[src/rtl/ddr3_cache_pkg.sv]
// ddr3_cache_pkg
//   Shared constants and request/response records for the DDR3 cache
//   controller address path. The defaults describe the production frame
//   ring: 1024 frames, 10 subframe slots per frame, 32 KiB per slot.
package ddr3_cache_pkg;

    localparam int DEF_FRAME_W        = 16;
    localparam int DEF_SUBF_W         = 4;
    localparam int DEF_RING_BITS      = 10;
    localparam int DEF_SUBF_PER_FRAME = 10;
    localparam int DEF_SLOT_SHIFT     = 15;
    localparam int DEF_ADDR_W         = 32;
    localparam int DEF_ERRCNT_W       = 16;

    typedef struct packed {
        logic [DEF_FRAME_W-1:0] frame;
        logic [DEF_SUBF_W-1:0]  subframe;
    } addr_req;

    typedef struct packed {
        logic [DEF_ADDR_W-1:0] addr;
        logic                  err;
        logic                  lap;
    } addr_rsp;

endpackage

[src/rtl/frame_addr_stage.sv]
// frame_addr_stage
//   One valid/data register slice of the frame address pipeline.
//   Ports:
//     clk, rst_n     clock, asynchronous active-low reset
//     i_en           advance enable; when low the slice holds
//     i_vld, i_data  incoming valid and payload
//     o_vld, o_data  registered valid and payload
//   Payload only loads on a valid beat, so a bubble leaves the last
//   result visible on the data lines.
module frame_addr_stage #(
    parameter int W = 8
) (
    input  logic         clk,
    input  logic         rst_n,
    input  logic         i_en,
    input  logic         i_vld,
    input  logic [W-1:0] i_data,
    output logic         o_vld,
    output logic [W-1:0] o_data
);

    logic         r_vld;
    logic [W-1:0] r_data;

    always_ff @(posedge clk or negedge rst_n) begin
        if (!rst_n) begin
            r_vld  <= 1'b0;
            r_data <= '0;
        end else if (i_en) begin
            r_vld <= i_vld;
            if (i_vld) begin
                r_data <= i_data;
            end
        end
    end

    assign o_vld  = r_vld;
    assign o_data = r_data;

endmodule

[src/rtl/frame_addr_gen.sv]
// frame_addr_gen
//   Streaming (frame, subframe) -> DDR3 slot base address converter for
//   the frame ring buffer. Three register stages, one global advance
//   enable, full throughput.
//   Ports:
//     clk, rst_n                  clock, asynchronous active-low reset
//     cfg_startframe, cfg_base    ring origin frame and byte base address
//     in_valid/in_ready           request handshake
//     in_frame, in_subframe       request fields
//     out_valid/out_ready         result handshake
//     out_addr, out_err, out_lap  slot address, bad-subframe, ring-lap flags
//     err_count, err_clr          saturating bad-subframe counter and clear
module frame_addr_gen
    import ddr3_cache_pkg::*;
#(
    parameter int FRAME_W        = DEF_FRAME_W,
    parameter int SUBF_W         = DEF_SUBF_W,
    parameter int RING_BITS      = DEF_RING_BITS,
    parameter int SUBF_PER_FRAME = DEF_SUBF_PER_FRAME,
    parameter int SLOT_SHIFT     = DEF_SLOT_SHIFT,
    parameter int ADDR_W         = DEF_ADDR_W,
    parameter int ERRCNT_W       = DEF_ERRCNT_W
) (
    input  logic                clk,
    input  logic                rst_n,
    input  logic [FRAME_W-1:0]  cfg_startframe,
    input  logic [ADDR_W-1:0]   cfg_base,
    input  logic                in_valid,
    output logic                in_ready,
    input  logic [FRAME_W-1:0]  in_frame,
    input  logic [SUBF_W-1:0]   in_subframe,
    output logic                out_valid,
    input  logic                out_ready,
    output logic [ADDR_W-1:0]   out_addr,
    output logic                out_err,
    output logic                out_lap,
    output logic [ERRCNT_W-1:0] err_count,
    input  logic                err_clr
);

    // Largest index is 2^RING_BITS * SUBF_PER_FRAME - 1, which always fits here.
    localparam int IDX_W = RING_BITS + $clog2(SUBF_PER_FRAME);
    localparam int P0_W  = RING_BITS + SUBF_W + 2 + ADDR_W;
    localparam int P1_W  = IDX_W + 2 + ADDR_W;
    localparam int P2_W  = ADDR_W + 2;

    logic w_en;
    assign w_en     = !out_valid || out_ready;
    assign in_ready = w_en;

    // ---- stage 1: ring offset, lap and subframe checks ----
    logic [FRAME_W-1:0]   w_diff;
    logic [RING_BITS-1:0] w_delta;
    logic                 w_lap;
    logic                 w_err;
    logic [SUBF_W-1:0]    w_sf;
    logic [P0_W-1:0]      w_d_in;

    assign w_diff  = in_frame - cfg_startframe;
    assign w_delta = w_diff[RING_BITS-1:0];
    assign w_lap   = (w_diff >> RING_BITS) != '0;
    assign w_err   = 32'(in_subframe) >= 32'(SUBF_PER_FRAME);
    // A bad subframe still yields a usable address: slot 0 of its frame.
    assign w_sf    = w_err ? '0 : in_subframe;
    assign w_d_in  = {w_delta, w_sf, w_err, w_lap, cfg_base};

    logic            w_vld_p0;
    logic [P0_W-1:0] w_d_p0;

    frame_addr_stage #(.W(P0_W)) u_stage_p0 (
        .clk    (clk),
        .rst_n  (rst_n),
        .i_en   (w_en),
        .i_vld  (in_valid),
        .i_data (w_d_in),
        .o_vld  (w_vld_p0),
        .o_data (w_d_p0)
    );

    // ---- stage 2: slot index = delta * SUBF_PER_FRAME + sf ----
    logic [RING_BITS-1:0] w_delta_p0;
    logic [SUBF_W-1:0]    w_sf_p0;
    logic                 w_err_p0;
    logic                 w_lap_p0;
    logic [ADDR_W-1:0]    w_base_p0;
    logic [IDX_W-1:0]     w_index;
    logic [P1_W-1:0]      w_d_mid;

    assign {w_delta_p0, w_sf_p0, w_err_p0, w_lap_p0, w_base_p0} = w_d_p0;
    assign w_index = IDX_W'(w_delta_p0) * IDX_W'(SUBF_PER_FRAME) + IDX_W'(w_sf_p0);
    assign w_d_mid = {w_index, w_err_p0, w_lap_p0, w_base_p0};

    logic            w_vld_p1;
    logic [P1_W-1:0] w_d_p1;

    frame_addr_stage #(.W(P1_W)) u_stage_p1 (
        .clk    (clk),
        .rst_n  (rst_n),
        .i_en   (w_en),
        .i_vld  (w_vld_p0),
        .i_data (w_d_mid),
        .o_vld  (w_vld_p1),
        .o_data (w_d_p1)
    );

    // ---- stage 3: byte address, wraps silently at 2^ADDR_W ----
    logic [IDX_W-1:0]  w_index_p1;
    logic              w_err_p1;
    logic              w_lap_p1;
    logic [ADDR_W-1:0] w_base_p1;
    logic [ADDR_W-1:0] w_addr;
    logic [P2_W-1:0]   w_d_out;

    assign {w_index_p1, w_err_p1, w_lap_p1, w_base_p1} = w_d_p1;
    assign w_addr  = w_base_p1 + (ADDR_W'(w_index_p1) << SLOT_SHIFT);
    assign w_d_out = {w_addr, w_err_p1, w_lap_p1};

    logic            w_vld_p2;
    logic [P2_W-1:0] w_d_p2;

    frame_addr_stage #(.W(P2_W)) u_stage_p2 (
        .clk    (clk),
        .rst_n  (rst_n),
        .i_en   (w_en),
        .i_vld  (w_vld_p1),
        .i_data (w_d_out),
        .o_vld  (w_vld_p2),
        .o_data (w_d_p2)
    );

    assign out_valid = w_vld_p2;
    assign {out_addr, out_err, out_lap} = w_d_p2;

    // Counts accepted bad-subframe requests; clear wins over increment.
    logic [ERRCNT_W-1:0] r_err_cnt;

    always_ff @(posedge clk or negedge rst_n) begin
        if (!rst_n) begin
            r_err_cnt <= '0;
        end else if (err_clr) begin
            r_err_cnt <= '0;
        end else if (in_valid && w_en && w_err && (r_err_cnt != '1)) begin
            r_err_cnt <= r_err_cnt + ERRCNT_W'(1);
        end
    end

    assign err_count = r_err_cnt;

endmodule

[config.mk]
export PLATFORM = sky130hd
export DESIGN_NAME = frame_addr_gen
export DESIGN_NICKNAME = d
export VERILOG_FILES = /design/src/rtl/ddr3_cache_pkg.sv /design/src/rtl/frame_addr_stage.sv /design/src/rtl/frame_addr_gen.sv
export SDC_FILE = /design/constraint.sdc
export NUM_CORES = 1
export LEC_CHECK = 0
export BUFFER_PORTS_ARGS = -buffer_cell sky130_fd_sc_hd__buf_4
export CAP_MARGIN = 20
export CORE_MARGIN = 3
export CORE_UTILIZATION = 55
export DETAILED_ROUTE_END_ITERATION = 7
export PLACE_DENSITY = 0.78
export SLEW_MARGIN = 20
export SYNTH_ARGS = -nofsm -noshare
export SYNTH_HDL_FRONTEND = slang
export SYNTH_SLANG_ARGS = --single-unit
[constraint.sdc]
create_clock -name clk -period 7.2 [get_ports clk]
set_input_delay 0.72 -clock clk [delete_from_list [all_inputs] [get_ports clk]]
set_output_delay 0.72 -clock clk [all_outputs]
set_load 0.1 [all_outputs]
# [Word level (Yosys, flattened, before mapping)]
# Cells that the tools add are included.
[totals] regBits=149 latchBits=0 mem_bits_rw=0 mem_bits_ro=0 in_bits=73 out_inout_bits=52 elab_cells=27 memories=0
[op_classes] n_addsub=4 mul=1 n_div=0 n_lt_le_gt_ge=1 eq_ne=1 shift=0 mux=3 bitwise_logic=0 n_reduce_logical=10
[ops] operator="adder 32 x 29 -> 32 bit" n=1
[ops] operator="2-to-1 mux 16 bit" n=2
[ops] operator="adder 16 x 1 -> 16 bit (second input constant)" n=1
[ops] operator="inequality test 16 bit (second input constant)" n=1
[ops] operator="nonzero test 16 bit" n=1
[ops] operator="subtractor 16 bit" n=1
[ops] operator="adder 14 x 4 -> 14 bit" n=1
[ops] operator="multiplier 10 x 3 -> 13 bit (second input constant)" n=1
[ops] operator="AND reduction 2 bit" n=3
[ops] operator=">= comparator 4 bit (second input constant)" n=1
[ops] operator="2-to-1 mux 4 bit" n=1
[ops] operator="logical AND 1 bit" n=3
[ops] operator="nonzero test 2 bit" n=1
[ops] operator="logical NOT 1 bit" n=1
[ops] operator="logical OR 1 bit" n=1

# [Depth between registers and ports, before layout]
[depth] ltp_word=7 depth_mapped=10 mapped_depth_nobuf=10

# [Modules after synthesis]
# A second synthesis with hierarchy kept.
[hier_totals] cells_unflattened=668 area_unflattened_um2=8176.6
[by_module_without_submodules] module="frame_addr_stage at u_stage_p0 ..." n_inst=2 cells_each=105 area_each_um2=1850.5 seq_area_each_um2=1226.2
[by_module_without_submodules] module="frame_addr_gen" n_inst=1 cells_each=383 area_each_um2=3054.2 seq_area_each_um2=400.4
[by_module_without_submodules] module="frame_addr_stage at u_stage_p2" n_inst=1 cells_each=75 area_each_um2=1421.4 seq_area_each_um2=875.8

# [Worst setup path after synthesis]
# OpenSTA, ideal clock, no wires.
[synth_timing] path_kind="register to register" start="register u_stage_p2.r_vld (netlist: u_stage_p2.o_vld)" end="register u_stage_p2.r_data[30] (netlist: u_stage_p2.o_data[30])" setup_time_ns=0.126 t_arrival_ns=2.981 t_required_ns=7.074 path_slack_ns=4.093 stages_incl_launch_ff=8 path_buffers=3 synth_period_minus_slack_ns=3.107 path_cell_list="dfrtp_1 nand2b_1 clkbuf_1 nand2_1 clkbuf_1 clkbuf_1 nand2_1 o21ai_1"
[synth_between] elab_chain_len=3
[synth_lines] item="start, declared" line_no="frame_addr_stage.sv:22" text="logic r_vld;"
[synth_lines] item="start signal, assigned" line_no="frame_addr_stage.sv:30" text="r_vld <= i_vld;"
[synth_lines] item="logical NOT 1 bit" line_no="frame_addr_gen.sv:48" text="assign w_en = !out_valid || out_ready;"
[synth_lines] item="logical OR 1 bit" line_no="frame_addr_gen.sv:48"
[synth_lines] item="net in_ready" line_no="frame_addr_gen.sv:29" text="output logic in_ready,"
[synth_lines] item="AND reduction 2 bit (no source line)"
[synth_lines] item="end signal, assigned" line_no="frame_addr_stage.sv:32" text="r_data <= i_data;"
[synth_lines] item="end, declared" line_no="frame_addr_stage.sv:23" text="logic [W-1:0] r_data;"
# The timed path passes the listed nets, and every way through them passes these cells.
# A chain may end at the register's enable or synchronous reset.

# [Worst setup path after layout]
[layout_timing] start="register u_stage_p0.r_data[39] (netlist: u_stage_p0.o_data[39])" end="register u_stage_p1.r_data[46] (netlist: u_stage_p1.o_data[46])"
[layout_between] elab_chain_len=2
[layout_lines] item="start, declared" line_no="frame_addr_stage.sv:23"
[layout_lines] item="start signal, assigned" line_no="frame_addr_stage.sv:32"
[layout_lines] item="multiplier 10 x 3 -> 13 bit" line_no="frame_addr_gen.sv:90" text="assign w_index = IDX_W'(w_delta_p0) * IDX_W'(SUBF_PER_FRAME) + IDX_W'(w_sf_p0);"
[layout_lines] item="adder 14 x 4 -> 14 bit" line_no="frame_addr_gen.sv:90"
[layout_lines] item="end signal, assigned" line_no="frame_addr_stage.sv:32"
[layout_lines] item="end, declared" line_no="frame_addr_stage.sv:23"
# Every way passes these cells.

==> flow_metrics.tcl <==
set metrics [dict create \
    cts_sinks 149 \
    hold_class "input port to async pin" \
    cts_tree "yes" \
    max-cap-violations 0 \
    fin_crit_ns 2.99 \
    port_buffers 124 \
    via_count 6251 \
    syn_area_mm2 0.00804 \
    status "complete, no violations" \
    startpoint_type "flop" \
    power_mw 4.59 \
    synth_warnings 0 \
    cp.arrival_ns 3.28 \
    viasPerCell 5.76 \
    synth.avg_cell_area_um2 10.4 \
    ctsLongestPathBuffers 2 \
    grt_pass1_wl_um 28800 \
    drt-initial-drc-count 340 \
    setup_ws_ns 4.21 \
    dp_slack_ns 4.14 \
    die_x_um 127 \
    fin_skew_ns 0.00915 \
    drc 0 \
    n_fill_cell 1099 \
    grt_max_degree 83 \
    first_global_vias 6261 \
    grt_usage_pct 21.6 \
    cts_resized 0 \
    path_cells "ha_1 > ha_1 > fa_1 > a21oi_1 > o21bai_1 > xor2_1 > nand3_2 > o311a_1 > a221o_1" \
    setup_tns_ns 0 \
    ys_types 65 \
    finalNonFillerCells 1086 \
    htreeDepth 4 \
    cp_num_buf_inv 0 \
    first_pass_iters 4 \
    antenna_found_initial 0 \
    fin_area_mm2 0.00973 \
    period_share_pct 41.6 \
    synth-seq-cells 149 \
    cts_buffers 17 \
    drtAntennaViolNets 0 \
    utilization_pct 69.0 \
    syn2layout_area_growth_pct 21.1 \
    vdd_drop_max_v 0.000246 \
    die_y_um 127 \
    syn_inst 772 \
    diodes 0 \
    ios 125 \
    crit_type "flop to flop" \
    wl_per_cell_um 15.7 \
    ys_async_sr_fraction_pct 100 \
    placed_cell_area_mm2 0.00913 \
    clock.fmax_mhz 334 \
    die_area_mm2 0.0161 \
    finalMaxSlewViolations 0 \
    worstRegToRegCells 9 \
    leakage_nw 4.62 \
    cts_setup_buffers 0 \
    grt_setup_unrepaired "no" \
    postCtsHoldBufs 0 \
    cp_slowest_cell "fa_1" \
    dp_cells 1053 \
    dp_hpwl_um 12200 \
    synthFlopType "dfrtp_1" \
    drive_above_1_share_pct 27.3 \
    path_clk_slew_ns 0.06 \
    slew_headroom_pct 34.2 \
    finalHoldViolCount 0 \
    row_count 43 \
    finalWirelength_um 17100 \
    core-area_mm2 0.0141 \
    path_depth 9 \
    cpLargestDelayFamily "adder cells" \
    finish.net_count 1019 \
    initial_utilization_pct 57.0 \
    synth_edf_count 0 \
    p_per_area_mw_per_mm2 472 \
    endpoint_kind "flop" \
    gr-total-overflow 0 \
    cp.required_ns 7.49 \
    tightest_slew_ns 0.983 \
    clk_latency_ns 0.41 \
    cts_root_buf "clkbuf_16" \
    crit_top_cell "ha_1" \
    setup_violations 0 \
    ys_seq_area_share_pct 46.4 \
    syn-num-nets 898 \
    cp_max_fo 4 \
    slowest_delay_ns 0.44 \
    gp_congestion 0.888 \
    fin_hold_ws_ns 0.292 \
]
layer usage:
layer	GRT usage (%)	wire length, um	vias to the layer above
met5	0	0	-
met4	8.01	317	0
met3	3.20	655	32
met2	36.5	8320	174
met1	28.3	7800	3031
li1	-	-	3014
layout by cell type, fill, tap and decap left out, types with 4 or more instances in the layout:
cell type   instances
nor3_1             11
or4_1               7
nand2b_1            6
a21oi_1            28
nand4_1            13
dfrtp_1           149
mux2_2             69
nand2_1           110
o21bai_1            5
xor2_1             25
ha_1               49
a211oi_1            9
and3_1              8
fa_1                4
o2111ai_1           4
xnor2_1            16
nor3b_1             8
o211ai_1            6
o31ai_1             6
clkbuf_16          17
inv_6               4
o21ai_0            46
a21o_1             14
nand3_1            17
a31oi_1             8
nor2_1             34
inv_1              36
o21a_1              6
buf_4             126
clkinvlp_4          4
worst paths after layout:
path                                       start                     to  slack (ns)
min in group clk            u_stage_p1.o_data[4]   u_stage_p2.o_data[6]        0.46
hold / removal                             rst_n  u_stage_p2.o_data[12]        0.29
max in group asynchronous                  rst_n  u_stage_p0.o_data[33]        5.79
setup / recovery           u_stage_p0.o_data[39]  u_stage_p1.o_data[46]        4.21
setup reg to reg           u_stage_p0.o_data[39]  u_stage_p1.o_data[46]        4.21
hold reg to reg             u_stage_p1.o_data[4]   u_stage_p2.o_data[6]        0.46
flip-flops by register name (all words and copies together), names as in the netlist:
| name | cells |
|---|---|
| u_stage_p0.o_data | 48 |
| u_stage_p0.o_vld | 1 |
| u_stage_p2.o_vld | 1 |
| err_count | 16 |
| u_stage_p1.o_data | 48 |
| u_stage_p2.o_data | 34 |
| u_stage_p1.o_vld | 1 |
power breakdown:
| part | switching (mW) | internal, mW | leakage [nW] |
|---|---|---|---|
| clock network | 0.355 | 0.498 | 0.273 |
| logic | 1.60 | 0.802 | 2.54 |
| registers | 0.195 | 1.14 | 1.81 |
final cells by class:
type,instances,area (um^2),area share (%)
multi-input combinational,561,4080,41.9
clock inverter,13,123,1.26
clock buffer,19,453,4.65
tap,180,225,2.31
sequential,149,3730,38.3
inverter,36,135,1.39
timing repair buffer,128,985,10.1
cell usage after synthesis (16+ instances only):
cell / number / area [um^2]
a21oi_1: 28 / 140
clkbuf_1: 21 / 78.8
dfrtp_1: 149 / 3730
ha_1: 49 / 613
inv_1: 36 / 135
mux2_2: 69 / 777
nand2_1: 113 / 424
nand3_1: 17 / 85.1
nor2_1: 34 / 128
o21ai_0: 46 / 230
xnor2_1: 16 / 140
xor2_1: 25 / 219
kinds of logic (layout without fill, tap and decap cells):
kind of cell               count (synthesis)  after routing  share of synthesized area, %
AOI/OAI and AO/OA                        163            163                          13.8
xor gates and xnor gates                  43             43                          4.87
adders and majority gates                 53             53                          8.63
buffers and inverters                     62            196                          2.91
DFF                                      149            149                          46.4
muxes                                     70             70                          9.79
and+or+nand+nor                          232            232                          13.6
No activity file was read; power rests on OpenSTA's default activity.
